[config.mk]
export PLATFORM = sky130hd
export DESIGN_NAME = vending_multi
export DESIGN_NICKNAME = d
export VERILOG_FILES = /design/src/rtl/vending_pkg.sv /design/src/rtl/vending_change_calc.sv /design/src/rtl/vending_multi.sv
export SDC_FILE = /design/constraint.sdc
export NUM_CORES = 1
export LEC_CHECK = 0
export CORE_ASPECT_RATIO = 1.25
export CORE_MARGIN = 1.5
export CORE_UTILIZATION = 25
export CTS_BUF_LIST = sky130_fd_sc_hd__clkbuf_4 sky130_fd_sc_hd__clkbuf_8 sky130_fd_sc_hd__clkbuf_16
export DETAILED_ROUTE_END_ITERATION = 7
export GPL_TIMING_DRIVEN = 0
export PLACE_DENSITY = 0.45
export SYNTH_ARGS = -nofsm -noshare
export SYNTH_HDL_FRONTEND = slang
export SYNTH_SLANG_ARGS = --single-unit
[constraint.sdc]
create_clock -name clock -period 20.4 [get_ports clock]
set_input_delay 4.08 -clock clock [delete_from_list [all_inputs] [get_ports clock]]
set_output_delay 4.08 -clock clock [all_outputs]
set_load 0.1 [all_outputs]
[src/rtl/vending_pkg.sv]
`default_nettype none
// ============================================================================
// Module      : vending_pkg
// Description : Coin and state encodings plus coin values in nickels.
// Revision    : 1.0
// ============================================================================
package vending_pkg;

  typedef enum logic [1:0] {
    NONE    = 2'd0,
    NICKEL  = 2'd1,
    DIME    = 2'd2,
    QUARTER = 2'd3
  } coin_t;

  typedef enum logic [1:0] {
    ACCEPTING = 2'd0,
    CHANGE    = 2'd1,
    REFUND    = 2'd2,
    DISPENSE  = 2'd3
  } state_t;

  localparam logic [4:0] c_nickel_val  = 5'd1;
  localparam logic [4:0] c_dime_val    = 5'd2;
  localparam logic [4:0] c_quarter_val = 5'd5;

  function automatic logic [4:0] coin_value(input coin_t coin);
    case (coin)
      NICKEL:  return c_nickel_val;
      DIME:    return c_dime_val;
      QUARTER: return c_quarter_val;
      default: return 5'd0;
    endcase
  endfunction

endpackage
`default_nettype wire

[src/rtl/vending_change_calc.sv]
`default_nettype none
// ============================================================================
// Module      : vending_change_calc
// Description : Greedy feasibility check for paying out rem nickels in change.
// Revision    : 1.0
// ============================================================================
module vending_change_calc #(
  parameter int BITS = 4
) (
  input  logic [4:0]      rem,
  input  logic [BITS-1:0] t5,
  input  logic [BITS-1:0] t10,
  input  logic [BITS-1:0] t25,
  output logic            feasible
);

  localparam int W = (BITS > 5) ? BITS : 5;
  localparam logic [W-1:0] c_five = W'(5);
  localparam logic [W-1:0] c_two  = W'(2);

  logic [W-1:0] w_rem;
  logic [W-1:0] w_q;
  logic [W-1:0] w_r1;
  logic [W-1:0] w_d;
  logic [W-1:0] w_left;

  always_comb begin
    w_rem  = W'(rem);
    w_q    = ((w_rem / c_five) < W'(t25)) ? (w_rem / c_five) : W'(t25);
    w_r1   = w_rem - c_five * w_q;
    w_d    = ((w_r1 / c_two) < W'(t10)) ? (w_r1 / c_two) : W'(t10);
    w_left = w_r1 - c_two * w_d;
  end

  assign feasible = (w_left <= W'(t5));

endmodule
`default_nettype wire

[src/rtl/vending_multi.sv]
`default_nettype none
// ============================================================================
// Module      : vending_multi
// Description : Multi-product vending controller with cash box and change.
//               Define VENDING_CANCEL_EN to enable customer cancel/refund.
// Revision    : 1.0
// ============================================================================
module vending_multi
  import vending_pkg::*;
#(
  parameter int BITS       = 4,
  parameter int PRICE      = 5,
  parameter int NPROD      = 4,
  parameter int STOCK_BITS = 3,
  parameter int INIT_STOCK = 7,
  localparam int IDW       = (NPROD > 1) ? $clog2(NPROD) : 1
) (
  input  logic             clock,
  input  logic             reset,
  input  coin_t            deposit,
  input  logic             select_valid,
  input  logic [IDW-1:0]   select_id,
  input  logic             cancel,
  output coin_t            change,
  output logic             dispense,
  output logic [IDW-1:0]   dispense_id,
  output logic             enable,
  output logic [4:0]       credit,
  output logic [NPROD-1:0] sold_out
);

  localparam logic [4:0]            c_price      = 5'(PRICE);
  localparam logic [STOCK_BITS-1:0] c_init_stock = STOCK_BITS'(INIT_STOCK);

  state_t                r_state;
  state_t                w_state_next;
  logic [4:0]            r_credit;
  logic [4:0]            r_rem;
  logic [BITS-1:0]       r_t5, r_t10, r_t25;
  logic [4:0]            r_l5, r_l10, r_l25;
  logic [STOCK_BITS-1:0] r_stock [NPROD];
  logic [IDW-1:0]        r_id;
  coin_t                 r_change;

  logic       w_box_full, w_accept, w_reject, w_cancel, w_sel_ok, w_take_sel;
  logic       w_feasible, w_l_empty;
  logic [4:0] w_rem_sel;
  coin_t      w_out_coin, w_change_next;

  always_comb begin
    case (deposit)
      NICKEL:  w_box_full = &r_t5;
      DIME:    w_box_full = &r_t10;
      QUARTER: w_box_full = &r_t25;
      default: w_box_full = 1'b0;
    endcase
  end

  assign enable     = (r_state == ACCEPTING) && (r_credit < c_price);
  assign w_accept   = enable && (deposit != NONE) && !w_box_full;
  assign w_reject   = (r_state == ACCEPTING) && (deposit != NONE) && !w_accept;
  assign w_l_empty  = (r_l5 == '0) && (r_l10 == '0) && (r_l25 == '0);
  assign w_rem_sel  = r_credit - c_price;
  assign w_sel_ok   = select_valid && (r_credit >= c_price) &&
                      (32'(select_id) < NPROD) && !sold_out[select_id];
  assign w_take_sel = w_sel_ok && !w_cancel;

`ifdef VENDING_CANCEL_EN
  assign w_cancel = cancel && (r_credit != '0);
`else
  logic w_unused_cancel;
  assign w_unused_cancel = cancel;
  assign w_cancel        = 1'b0;
`endif

  vending_change_calc #(.BITS(BITS)) u_calc (
    .rem      (w_rem_sel),
    .t5       (r_t5),
    .t10      (r_t10),
    .t25      (r_t25),
    .feasible (w_feasible)
  );

  always_ff @(posedge clock) begin
    if (reset) r_state <= ACCEPTING;
    else       r_state <= w_state_next;
  end

  always_comb begin
    w_state_next = r_state;
    case (r_state)
      ACCEPTING: begin
        if (w_cancel)                 w_state_next = REFUND;
        else if (w_take_sel) begin
          if (w_rem_sel == '0)        w_state_next = DISPENSE;
          else if (w_feasible)        w_state_next = CHANGE;
          else                        w_state_next = REFUND;
        end
      end
      CHANGE:   if (r_rem == coin_value(w_out_coin)) w_state_next = DISPENSE;
      REFUND:   if (w_l_empty) w_state_next = ACCEPTING;
      DISPENSE: w_state_next = ACCEPTING;
      default:  w_state_next = ACCEPTING;
    endcase
  end

  // Payout coin chosen greedily in CHANGE, largest-first from the transaction in REFUND.
  always_comb begin
    w_out_coin    = NONE;
    w_change_next = NONE;
    case (r_state)
      ACCEPTING: w_change_next = w_reject ? deposit : NONE;
      CHANGE: begin
        if (r_rem >= 5'd5 && r_t25 != '0)      w_out_coin = QUARTER;
        else if (r_rem >= 5'd2 && r_t10 != '0) w_out_coin = DIME;
        else if (r_rem != '0)                  w_out_coin = NICKEL;
        w_change_next = w_out_coin;
      end
      REFUND: begin
        if (r_l25 != '0)      w_out_coin = QUARTER;
        else if (r_l10 != '0) w_out_coin = DIME;
        else if (r_l5 != '0)  w_out_coin = NICKEL;
        w_change_next = w_out_coin;
      end
      default: w_change_next = NONE;
    endcase
  end

  always_ff @(posedge clock) begin
    if (reset) begin
      r_credit <= '0;
      r_rem    <= '0;
      r_t5     <= '0;
      r_t10    <= '0;
      r_t25    <= '0;
      r_l5     <= '0;
      r_l10    <= '0;
      r_l25    <= '0;
      r_id     <= '0;
      r_change <= NONE;
      for (int i = 0; i < NPROD; i++) r_stock[i] <= c_init_stock;
    end else begin
      r_change <= w_change_next;
      case (r_state)
        ACCEPTING: begin
          if (w_accept) begin
            r_credit <= r_credit + coin_value(deposit);
            case (deposit)
              NICKEL:  begin r_t5  <= r_t5  + 1'b1; r_l5  <= r_l5  + 1'b1; end
              DIME:    begin r_t10 <= r_t10 + 1'b1; r_l10 <= r_l10 + 1'b1; end
              QUARTER: begin r_t25 <= r_t25 + 1'b1; r_l25 <= r_l25 + 1'b1; end
              default: ;
            endcase
          end
          if (w_take_sel) begin
            r_id  <= select_id;
            r_rem <= w_rem_sel;
          end
        end
        CHANGE: begin
          r_rem <= r_rem - coin_value(w_out_coin);
          case (w_out_coin)
            NICKEL:  if (r_t5  != '0) r_t5  <= r_t5  - 1'b1;
            DIME:    if (r_t10 != '0) r_t10 <= r_t10 - 1'b1;
            QUARTER: if (r_t25 != '0) r_t25 <= r_t25 - 1'b1;
            default: ;
          endcase
        end
        REFUND: begin
          case (w_out_coin)
            NICKEL: begin
              r_l5 <= r_l5 - 1'b1;
              if (r_t5 != '0) r_t5 <= r_t5 - 1'b1;
            end
            DIME: begin
              r_l10 <= r_l10 - 1'b1;
              if (r_t10 != '0) r_t10 <= r_t10 - 1'b1;
            end
            QUARTER: begin
              r_l25 <= r_l25 - 1'b1;
              if (r_t25 != '0) r_t25 <= r_t25 - 1'b1;
            end
            default: ;
          endcase
          if (w_l_empty) r_credit <= '0;
        end
        DISPENSE: begin
          if (r_stock[r_id] != '0) r_stock[r_id] <= r_stock[r_id] - 1'b1;
          r_credit <= '0;
          r_l5     <= '0;
          r_l10    <= '0;
          r_l25    <= '0;
        end
        default: ;
      endcase
    end
  end

  for (genvar g = 0; g < NPROD; g++) begin : g_sold_out
    assign sold_out[g] = (r_stock[g] == '0);
  end

  assign change      = r_change;
  assign dispense    = (r_state == DISPENSE);
  assign dispense_id = r_id;
  assign credit      = r_credit;

endmodule
`default_nettype wire

# After elaboration in Yosys (flattened, before gate mapping)
# Memories as Yosys holds them, arrays and structs flattened. A register that Yosys moved wholly into a read port is not among the register bits.
# Index checks and enable logic that the tools add are counted.
[op_classes]
div = 1
n_reduce_logical = 50
n_lt_le_gt_ge = 8
multipliers = 1
add_sub_neg = 18
eq_ne = 26
n_mux = 70
[op_table]
columns = ["cell", "n"]
rows = [
  ["two-way mux 5 bit", 18],
  ["case mux 5 bit (3 select lines)", 4],
  ["two-way mux 4 bit", 13],
  ["two-way mux 2 bit", 13],
  ["!= test 2 x 1 -> 1 bit (second input constant)", 12],
  ["case mux 4 bit (2 select lines)", 3],
  ["AND reduction 4 bit", 6],
  ["logical NOT 5 bit", 4],
  ["nonzero test 5 bit", 4],
  ["case mux 3 bit (3 select lines)", 2],
  ["adder 5 x 1 -> 5 bit (second input constant)", 3],
  ["AND reduction 5 bit", 3],
  ["subtractor 5 x 1 -> 5 bit (second input constant)", 3],
  ["subtractor 5 bit", 3],
  ["adder 4 x 1 -> 4 bit (second input constant)", 3],
  ["== test 2 bit (second input constant)", 6],
  ["logical NOT 3 bit", 4],
  ["nonzero test 4 bit", 3],
  ["subtractor 4 x 1 -> 4 bit (second input constant)", 3],
  ["logical AND 1 bit", 11],
  [">= comparator 5 x 3 -> 1 bit (second input constant)", 2],
  ["two-way mux 1 bit", 10],
  ["case mux 5 bit (2 select lines)", 1],
  ["!= test 2 bit (second input constant)", 4],
  ["other kinds (27)", 36],
]
[totals]
output_inout_bits = 15
word_cells = 186
n_memories = 1
in_bits = 8
ram_bits = 12
regBits = 43
[mem_list]
columns = ["memory", "words", "width", "rd", "rd_clocked_by_memory_dff", "write_ports", "line_no", "rtl"]
rows = [
  ["r_stock", 4, 3, 5, 1, 4, "vending_multi.sv:41", "logic [STOCK_BITS-1:0] r_stock [NPROD];"],
]

# Longest topological paths before layout
[logic_depth]
word_depth = 14
mapped_depth = 40
mapped_depth_nobuf = 39

# By module
# From an unflattened synthesis, not the netlist that was laid out.
[hier_totals]
hier_cells = 529
area_unflattened_um2 = 4688.2
[modules_own_cells]
columns = ["mod", "area_per_inst_um2", "n_inst", "cells_per_inst"]
rows = [
  ["vending_multi", 3860.0, 1, 426],
  ["vending_change_calc", 828.3, 1, 103],
]

# Least setup slack after synthesis
# No wires, ideal clock.
[synth_path]
path_type = "register to register"
startpoint = "register r_credit[0] (netlist: credit[0])"
endpoint = "register r_state[0]"
synth_period_minus_slack_ns = 8.506
path_buffers = 1
path_slack_ns = 11.894
stages_incl_launch_ff = 38
arrival_time_ns = 8.378
setup_time_ns = 0.128
required_ns = 20.272
cell_sequence = "dfxtp_1 clkbuf_1 inv_1 ha_1 xnor2_1 clkinv_1 ha_1 nand2b_1 or3_1 o211ai_1 o21ai_0 ha_1 o21a_1 nor2_1 nor3_1 mux2_2 ha_1 fa_1 [2 not listed] a21oi_1 xnor2_1 xnor2_1 ha_1 a21oi_1 mux2_2 ha_1 inv_1 fa_1 ha_1 o21ai_0 nand2b_1 a21oi_1 a41o_1 nand2_1 a31oi_1 mux2i_1 nor2_1"
[synth_via]
elab_chain_len = 14
elab_cells_between_ends = 20
cone_classes = "3 x add/sub; 1 x mul; 1 x div; 4 x order compare; 1 x eq/ne; 6 x mux; 4 x reduce/logical"
[synth_rtl]
columns = ["item", "line_no", "rtl"]
rows = [
  ["start, declared", "vending_multi.sv:37", "logic [4:0] r_credit;"],
  ["start signal, assigned", "vending_multi.sv:147", "r_credit <= r_credit + coin_value(deposit);"],
  ["subtractor 5 x 3 -> 5 bit", "vending_multi.sv:63", "assign w_rem_sel = r_credit - c_price;"],
  ["divider 5 x 3 -> 5 bit", "vending_change_calc.sv:29", "w_q = ((w_rem / c_five) < W'(t25)) ? (w_rem / c_five) : W'(t25);"],
  ["< comparator 5 x 4 -> 1 bit", "vending_change_calc.sv:29", ""],
  ["two-way mux 5 bit", "vending_change_calc.sv:29", ""],
  ["multiplier 3 x 5 -> 5 bit", "vending_change_calc.sv:30", "w_r1 = w_rem - c_five * w_q;"],
  ["subtractor 5 bit", "vending_change_calc.sv:30", ""],
  ["< comparator 4 bit", "vending_change_calc.sv:31", "w_d = ((w_r1 / c_two) < W'(t10)) ? (w_r1 / c_two) : W'(t10);"],
  ["two-way mux 4 bit", "vending_change_calc.sv:31", ""],
  ["subtractor 5 bit", "vending_change_calc.sv:32", "w_left = w_r1 - c_two * w_d;"],
  ["<= comparator 5 x 4 -> 1 bit", "vending_change_calc.sv:35", "assign feasible = (w_left <= W'(t5));"],
  ["two-way mux 2 bit", "vending_multi.sv:96", "else if (w_feasible) w_state_next = CHANGE;"],
  ["two-way mux 2 bit", "vending_multi.sv:95", "if (w_rem_sel == '0) w_state_next = DISPENSE;"],
  ["two-way mux 2 bit", "vending_multi.sv:94", "else if (w_take_sel) begin"],
  ["case mux 2 bit (4 select lines)", "vending_multi.sv:91", "case (r_state)"],
  ["end signal, assigned", "vending_multi.sv:86", "else r_state <= w_state_next;"],
  ["end, declared", "vending_multi.sv:35", "state_t r_state;"],
]
# Several ways; a longest one is shown, not always the timed one. The select of a mux whose other input is x is not followed.
# A chain may end at the register's enable or synchronous reset.

# Worst setup path in the final report
[layout_path]
startpoint = "register r_credit[0] (netlist: credit[0])"
endpoint = "register r_state[1]"
# The elaborated chain is that of the path after synthesis.

==> impl_metrics.tcl <==
set metrics [dict create \
    status "completed" \
    cts_buffers 9 \
    r2r_slack_ns 11.24 \
    multi_input_area_um2 3120 \
    setup_tns_ns 0 \
    hp-class "flop to flop" \
    min_delay_path_depth 2 \
    drv_slew 0 \
    viasPerCell 5.00 \
    worstPathArrival_ns 9.42 \
    period_minus_slack_ns 9.16 \
    synth_top_cells_by_count "a21oi_1, nor2_1, ha_1" \
    design.portCount 23 \
    yosysUniqueCellTypes 59 \
    row_count 55 \
    cts_tree "yes" \
    n_antenna_cell 0 \
    wl_um 12400 \
    grt_max_degree 14 \
    dr.first_iter.drc_count 197 \
    synth.most_common_cell "a21oi_1" \
    n_fill_cell 1930 \
    hold_start "r_l5[3]" \
    cts_sinks 57 \
    cts_buffer_depth 2 \
    synth-edff-count 12 \
    dp_cells 799 \
    worstPathMaxFanout 10 \
    cts_resized 0 \
    yosys_warnings 0 \
    relSlewSlack 0.350 \
    dr.pass1.iters 4 \
    reg2regPathDepth 36 \
    synth_cells 550 \
    r2r_start "credit[0]" \
    track_usage 0.130 \
    finalNonFillerCells 815 \
    max_freq_mhz 109 \
    cp_common_cell "ha_1" \
    post_drt_wl_per_cell_um 15.2 \
    drive_above_1_share 0.0579 \
    worstMarginPinSlew_ns 0.972 \
    dpl.hpwl_um 9770 \
    area_growth_pct 17.1 \
    die_x_um 125 \
    gp_congestion 0.827 \
    drt.antenna.violating_nets 0 \
    yosys.area.top_type_share 0.195 \
    fin_crit_sh 0.449 \
    seq_area_um2 1260 \
    hold_buffers 0 \
    pre_cts_ws_ns 11.23 \
    ys_ff_latch 57 \
    port_buffers 21 \
    cts_setup_buffers 0 \
    drv.max_cap_violation_count 0 \
    final_nets 652 \
    setup_violations 0 \
    postLayoutCoreUtil 0.298 \
    endpoint_kind "flop" \
    final.setup.worst_slack_ns 11.24 \
    antenna_found_initial 0 \
    skew_ns 0.00619 \
    clkLatencyLatePin_ns 0.33 \
    async_flop_share 0 \
    cts.reportedPaths.clkPinSlew_ns 0.05 \
    min_to "r_l5[3]" \
    synth.cell_area_um2 4610 \
    die_h_um 155 \
    root_buffer "clkbuf_16" \
    critPathTopFamily "adder cells" \
    crit_path_max_incr_delay_ns 0.52 \
    gr-total-overflow 0 \
    yosys-top-cells-area "dfxtp_1, ha_1, edfxtp_1, a21oi_1, fa_1" \
    yosysSeqAreaShare 0.273 \
    hold_viol_final 0 \
    coreArea_um2 18100 \
    crit_path_start_kind "flop" \
    postSynthAreaPerCell_um2 8.39 \
    htreeDepth 3 \
    syn_nets 620 \
    worst-path-buf-inv 5 \
    worst_ep_required_time_ns 20.66 \
    rsz0062_at_grt "false" \
    r2r-end "r_state[1]" \
    dieArea_um2 19300 \
    vias 4073 \
    critPathKind "flop to flop" \
    grt_pass1_wl_um 20300 \
    drc_errors 0 \
    crit_path_top_delay_cell "nor3_1" \
    synth_top_area_cell "dfxtp_1" \
    yosys_most_used_dff "dfxtp_1" \
    grt_pass1_vias 4096 \
    initial_utilization 0.255 \
]
## registers in the layout, summed over array words and instances (netlist names), named ones only
| signal | flops |
|---|---|
| r_l10 | 5 |
| credit | 5 |
| r_t5 | 4 |
| r_l25 | 5 |
| r_stock | 12 |
| dispense_id | 2 |
| change | 2 |
| r_rem | 5 |
| r_t10 | 4 |
| r_t25 | 4 |
| r_state | 2 |
| r_l5 | 5 |
## tightest hold or removal path, cell delays in order (launching register included)
cell and delay (ns):
dfxtp_1 0.32, nand2_1 0.06, a21oi_1 0.05
## cells by family after synthesis
logic type,Yosys count,synth area share
xor+xnor,32,0.0608
other cells,1,0.000813
flops,57,0.273
compound gates,143,0.194
simple gates,184,0.197
fa+ha+maj,62,0.186
mux,12,0.0374
buf+inv,59,0.0502
## worst max-delay path by stage
stage | cells past startpoint | start | end
4_1_cts | 36 | credit[0] | r_state[1]
6_report | 36 | credit[0] | r_state[1]
2_1_floorplan | 37 | credit[0] | r_state[0]
3_3_place_gp | 37 | credit[0] | r_state[0]
3_5_place_dp | 36 | credit[0] | r_state[1]
5_1_grt | 37 | credit[0] | r_state[0]
## placed cells by master (no fill, tap or decap), drive strengths merged, types with 5 or more instances in the layout
| cell | n |
|---|---|
| a211oi | 11 |
| a21o | 14 |
| a21oi | 57 |
| clkbuf | 25 |
| clkdlybuf4s50 | 21 |
| dfxtp | 45 |
| edfxtp | 12 |
| fa | 11 |
| ha | 51 |
| inv | 40 |
| mux2i | 6 |
| nand2 | 42 |
| nand2b | 6 |
| nand3 | 12 |
| nand4 | 6 |
| nor2 | 55 |
| nor3 | 19 |
| nor3b | 5 |
| o21a | 5 |
| o21ai | 27 |
| or2 | 6 |
| or3 | 9 |
| or4 | 5 |
| xnor2 | 20 |
| xor2 | 12 |
## routing by layer
| layer | track usage | vias to the layer above | share of wire | wire length (um) |
|---|---|---|---|---|
| met5 | 0 | - | 0 | 0 |
| met4 | 0.0733 | 0 | 0.043 | 538 |
| met3 | 0.0241 | 28 | 0.036 | 446 |
| met2 | 0.236 | 94 | 0.50 | 6230 |
| met1 | 0.143 | 1919 | 0.42 | 5170 |
| li1 | - | 2032 | - | - |
## through the flow
stage	hold WS, ns	area, um^2
2_1_floorplan	0.444	4610
3_3_place_gp	0.463	5110
3_5_place_dp	0.472	5110
4_1_cts	0.481	5400
5_1_grt	0.505	5400
6_report	0.477	5400
## layout make-up
| cell class | instances | area share |
|---|---|---|
| inverters | 41 | 0.0285 |
| clock inverters | 6 | 0.0109 |
| well taps | 228 | 0.0528 |
| flip-flops and latches | 57 | 0.234 |
| repair buffers | 21 | 0.0389 |
| multi-input cells | 434 | 0.578 |
| plain buffers | 18 | 0.0144 |
| clock buffers | 10 | 0.0431 |
Power is not shown: default switching activity piles up to over one toggle a cycle in this logic, so the estimate is an artifact.
